`config.mk`:
```
export PLATFORM = sky130hd
export DESIGN_NAME = factorial_seq_unit
export DESIGN_NICKNAME = d
export VERILOG_FILES = /design/src/rtl/fact_pkg.sv /design/src/rtl/fact_mul_sat.sv /design/src/rtl/factorial_seq_unit.sv
export SDC_FILE = /design/constraint.sdc
export NUM_CORES = 1
export LEC_CHECK = 0
export ABC_AREA = 1
export BUFFER_PORTS_ARGS = -buffer_cell sky130_fd_sc_hd__buf_2
export CORE_MARGIN = 2
export CORE_UTILIZATION = 45
export CTS_CLUSTER_SIZE = 12
export DETAILED_ROUTE_END_ITERATION = 6
export HOLD_SLACK_MARGIN = 0.06
export PLACE_DENSITY = 0.74
export REMOVE_ABC_BUFFERS = 1
export SETUP_SLACK_MARGIN = 0.05
export SYNTH_ARGS = -nofsm -noshare
export SYNTH_HDL_FRONTEND = slang
export SYNTH_SLANG_ARGS = --single-unit
```
`constraint.sdc`:
```
create_clock -name clk -period 4.95 [get_ports clk]
set_clock_uncertainty 0.2 [all_clocks]
set_input_delay 0.2475 -clock clk [delete_from_list [all_inputs] [get_ports clk]]
set_output_delay 0.2475 -clock clk [all_outputs]
set_load 0.005 [all_outputs]
```
`src/rtl/fact_pkg.sv`:
```
// Shared definitions for the sequential factorial engine.
//   fact_state_t : controller states (IDLE, CALC, DONE)
//   DEF_N_W      : default operand width
//   CNT_W        : iteration counter width for the default operand width
//   fact_max_n() : largest n whose factorial still fits in res_w bits
package fact_pkg;

    typedef enum logic [1:0] {
        IDLE = 2'd0,
        CALC = 2'd1,
        DONE = 2'd2
    } fact_state_t;

    localparam int DEF_N_W = 4;

    // One bit wider than the operand so the counter can step past 2**N_W-1.
    localparam int CNT_W = DEF_N_W + 1;

    // Largest n with n! < 2**res_w. Valid for res_w up to 62.
    function automatic int fact_max_n(input int res_w);
        longint unsigned prod;
        longint unsigned limit;
        int k;
        prod  = 64'd1;
        limit = 64'd1 << res_w;
        k     = 1;
        while ((k < 20) && ((prod * longint'(k + 1)) < limit)) begin
            k    = k + 1;
            prod = prod * longint'(k);
        end
        return k;
    endfunction

endpackage

```
`src/rtl/fact_mul_sat.sv`:
```
// Combinational saturating multiply step for the factorial engine.
//   acc    : running product (RES_W bits)
//   i      : current multiplier (I_W bits)
//   sat_in : an earlier step already overflowed
//   prod   : acc*i, forced to all-ones when ovf is set
//   ovf    : product does not fit in RES_W bits, or sat_in was set
module fact_mul_sat #(
    parameter int RES_W = 32,
    parameter int I_W   = 5
) (
    input  logic [RES_W-1:0] acc,
    input  logic [I_W-1:0]   i,
    input  logic             sat_in,
    output logic [RES_W-1:0] prod,
    output logic             ovf
);

    logic [RES_W+I_W-1:0] full;

    // Both operands are widened to the full product width so nothing is lost.
    assign full = {{I_W{1'b0}}, acc} * {{RES_W{1'b0}}, i};

    // Once saturated the engine stays saturated, even if later bits would look clean.
    assign ovf  = sat_in | (|full[RES_W+I_W-1:RES_W]);
    assign prod = ovf ? {RES_W{1'b1}} : full[RES_W-1:0];

endmodule

```
`src/rtl/factorial_seq_unit.sv`:
```
// Multi-cycle factorial engine, one multiply per clock.
//   clk      : rising-edge clock
//   reset    : synchronous active-high reset
//   start    : request, accepted only while ready is high
//   n        : operand, captured on the accepting edge
//   ready    : high in IDLE and DONE
//   busy     : high in CALC
//   done     : one-cycle pulse, result/overflow valid from this cycle
//   result   : n!, all-ones on overflow, held until the next done
//   overflow : n! did not fit in RES_W bits, held with result
module factorial_seq_unit
    import fact_pkg::*;
#(
    parameter int N_W   = 4,
    parameter int RES_W = 32
) (
    input  logic             clk,
    input  logic             reset,
    input  logic             start,
    input  logic [N_W-1:0]   n,
    output logic             ready,
    output logic             busy,
    output logic             done,
    output logic [RES_W-1:0] result,
    output logic             overflow
);

    // The counter is one bit wider than n so the largest operand ends cleanly.
    localparam int CW = N_W + 1;

    fact_state_t      state;
    fact_state_t      state_next;
    logic [N_W-1:0]   n_lat;
    logic [CW-1:0]    i;
    logic [RES_W-1:0] acc;
    logic             sat;
    logic [RES_W-1:0] mul_prod;
    logic             mul_ovf;
    logic             accept;
    logic             finish;

    fact_mul_sat #(
        .RES_W (RES_W),
        .I_W   (CW)
    ) u_mul (
        .acc    (acc),
        .i      (i),
        .sat_in (sat),
        .prod   (mul_prod),
        .ovf    (mul_ovf)
    );

    assign accept = start && (state != CALC);

    // The loop ends once i has passed n, which also covers 0! and 1! in one cycle.
    assign finish = (state == CALC) && (i > {1'b0, n_lat});

    always_ff @(posedge clk) begin
        if (reset) begin
            state <= IDLE;
        end else begin
            state <= state_next;
        end
    end

    // Next-state logic; handshake outputs decode from the state register only.
    always_comb begin
        state_next = state;
        ready      = 1'b0;
        busy       = 1'b0;
        done       = 1'b0;
        case (state)
            IDLE: begin
                ready = 1'b1;
                if (start) begin
                    state_next = CALC;
                end
            end
            CALC: begin
                busy = 1'b1;
                if (finish) begin
                    state_next = DONE;
                end
            end
            DONE: begin
                ready = 1'b1;
                done  = 1'b1;
                if (start) begin
                    state_next = CALC;
                end else begin
                    state_next = IDLE;
                end
            end
            default: begin
                state_next = IDLE;
            end
        endcase
    end

    // Datapath. The multiply keeps running after saturation so the latency
    // depends only on n.
    always_ff @(posedge clk) begin
        if (reset) begin
            n_lat    <= '0;
            i        <= '0;
            acc      <= '0;
            sat      <= 1'b0;
            result   <= '0;
            overflow <= 1'b0;
        end else if (accept) begin
            n_lat <= n;
            i     <= CW'(2);
            acc   <= RES_W'(1);
            sat   <= 1'b0;
        end else if (state == CALC) begin
            if (finish) begin
                result   <= acc;
                overflow <= sat;
            end else begin
                acc <= mul_prod;
                sat <= mul_ovf;
                i   <= i + 1'b1;
            end
        end
    end

endmodule

```
==> impl_metrics.toml <==
[status]
outcome = "finished clean"

[clocking]
cts_tree = "done"
clk_latency_ns = 0.35
clock-sinks = 77
clock_path_buffers = 2
cts_buffers = 9
cts.htree.levels = 3
root_buffer = "clkbuf_16"
path_clk_slew_ns = 0.06
cts_setup_buffers = 0

[timing]
timing.hold.ws_ns = 0.186
fmax_mhz = 215
worst_slew_pin_slew_ns = 1.17
min_period_ns = 4.65
hold_viol_final = 0
maxSlewViolCount = 0
worst_slack_ns = 0.301
max_slew_margin_pct = 22.2
period_share_pct = 93.9
rsz0062_at_grt = "true"
setup_viol = 0
tns_ns = 0

[synthesis]
synthFlopType = "dfxtp_1"
yosysWarningCount = 0
synth_edf_count = 0
synthesis.area_um2 = 8910
netlist.area_leader.share_pct = 20.2
synth_top_cell_by_area = "fa_1"
synth.distinct_cells = 39
yosysSeqAreaShare_pct = 17.3
ys_seq_elements = 77
synth.avg_cell_area_um2 = 6.57
synthCells = 1355
synth_top_cells_by_count = "inv_1, nand2_1, nor2_1"
synthArstFlopShare_pct = 0
yosysMostFrequentCell = "inv_1"
ys_top_cells_by_area = "fa_1, dfxtp_1, inv_1"

[grt]
grtUsageTotal_pct = 23.0
antenna_found_initial = 0
overflow = 0
grt_first_pass_wirelength_um = 38200
grt_pass1_vias = 7784
grt_max_degree = 46

[placed_design]
post-place-ws_ns = 0.157
port-buffer-count = 42
dp_hpwl_um = 17000
gp_congestion = 0.963

[floorplanning]
start_util_pct = 45.8
fp-row-count = 51
core_um2 = 19500
die_h_um = 145
die_x_um = 145
die_area_um2 = 20900
io_pins = 43

[final_layout]
drive_gt1_share_pct = 11.7
nFillCells = 1918
nNetsFinal = 1540
syn_to_final_growth_pct = 12.2
diodes = 0

[pwr]
ir_drop_v = 0.000128
power_density_nw_per_um2 = 177
leakagePower_nw = 6.10

[min_path]
worstHoldPathType = "in -> reg"

[worst_setup_path]
r2r_slack_ns = 0.30
end_kind = "flop"
cp.required_ns = 5.00
worstPathArrival_ns = 4.70
cp_max_fo = 20
critPathKind = "reg -> reg"
startpoint_type = "flop"

[routing]
postRouteAntennaNets = 0
met3WireLength_um = 1460
highest_layer = "met4"
drt_iter0_drc = 454
dr.pass1.iters = 5
wl_met2_um = 10500
num_vias = 7944
wl_um = 23000
met1_length_um = 10500
drc = 0
via_per_inst = 4.78
wl_per_cell_um = 13.8

[flow_run]
maxCapViolCount = 0
[layer usage]
| metal | up-vias | track usage, % |
|---|---|---|
| met4 | 0 | 5.88 |
| met2 | 242 | 37.0 |
| met1 | 3666 | 32.5 |
| li1 | 4008 | - |
| met5 | - | 0 |
| met3 | 28 | 3.65 |
[layout make-up]
cell class | instances | area, um2 | share of cell area (%)
inverter | 381 | 1430 | 14.3
clock buffer | 11 | 243 | 2.43
multi-input combinational | 853 | 5850 | 58.5
timing repair buffer | 71 | 549 | 5.50
clock inverter | 5 | 35.0 | 0.351
sequential | 77 | 1550 | 15.6
tap | 265 | 332 | 3.32
[path summary, 6_finish.rpt]
| kind | end | startpoint | cells after the start |
|---|---|---|---|
| setup reg to reg | acc[27]$_SDFFE_PP0P_ | i[4]$_SDFFE_PP0P_ | 21 |
| hold / removal | n_lat[0]$_SDFFE_PP0P_ | start | 5 |
| hold reg to reg | result[17]$_SDFFE_PP0P_ | result[17]$_SDFFE_PP0P_ | 2 |
| setup / recovery | acc[27]$_SDFFE_PP0P_ | i[4]$_SDFFE_PP0P_ | 21 |
[repair_timing]
action,CTS,global route
endpoints found under the hold margin,7,0
hold buffers,6,0
gates resized for setup,0,29
setup endpoints to repair,0,31
[critical path, stage by stage (launching register included)]
cell and delay (ns):
dfxtp_4 0.39, buf_12 0.15, nand2_1 0.09, fa_1 0.51, fa_1 0.53, fa_1 0.56
inv_1 0.06, ha_1 0.37, nand2_1 0.11, nand3_1 0.10, and2_2 0.21, nand2_1 0.07
nand2_1 0.12, nand3_1 0.12, nand2_2 0.09, nand2_1 0.11, nand3b_1 0.09, nand2_1 0.13
nand3_2 0.10, buf_6 0.22, o21ai_2 0.14, inv_1 0.05
[registers in the layout, indices dropped and copies added, names as in the netlist]
name and cells:
sat 1, i 5, overflow 1, state 2, result 32, n_lat 4, acc 32
[power breakdown]
part           total, mW  switching [mW]  internal, mW
clock              0.654           0.298         0.355
sequential         0.736          0.0614         0.675
combinational      0.375           0.237         0.137
total               1.76           0.597          1.17
[metrics by stage]
| step | std cells | power (mW) | util [%] | area (um2) |
|---|---|---|---|---|
| 2_1_floorplan | 1311 | 0.969 | - | 8720 |
| 3_3_place_gp | 1638 | 1.11 | 48.7 | 9470 |
| 3_5_place_dp | 1638 | 1.12 | 48.7 | 9470 |
| 4_1_cts | 1660 | 1.77 | 50.4 | 9810 |
| 5_1_grt | 1663 | 1.86 | 51.3 | 9990 |
| 6_report | 1663 | 1.76 | 51.3 | 9990 |
[cells by family after synthesis]
logic type,count (synthesis),synth area share [%]
compound gates,170,11.3
fa+ha+maj,140,27.3
buf+inv,425,18.2
flops,77,17.3
xor+xnor,25,2.46
simple gates,518,23.5
[layout by cell type (no fill, tap or decap), drive strengths merged, types with 9 or more instances in the layout]
master	netlist	routed
clkbuf	39	14
fa	90	90
nand3	30	30
a21oi	76	76
nand2	348	348
xnor2	16	16
xor2	9	9
nor2	123	123
buf	5	62
dfxtp	77	77
o21ai	80	80
inv	381	382
ha	50	50
(Power assumes the default switching activity.)
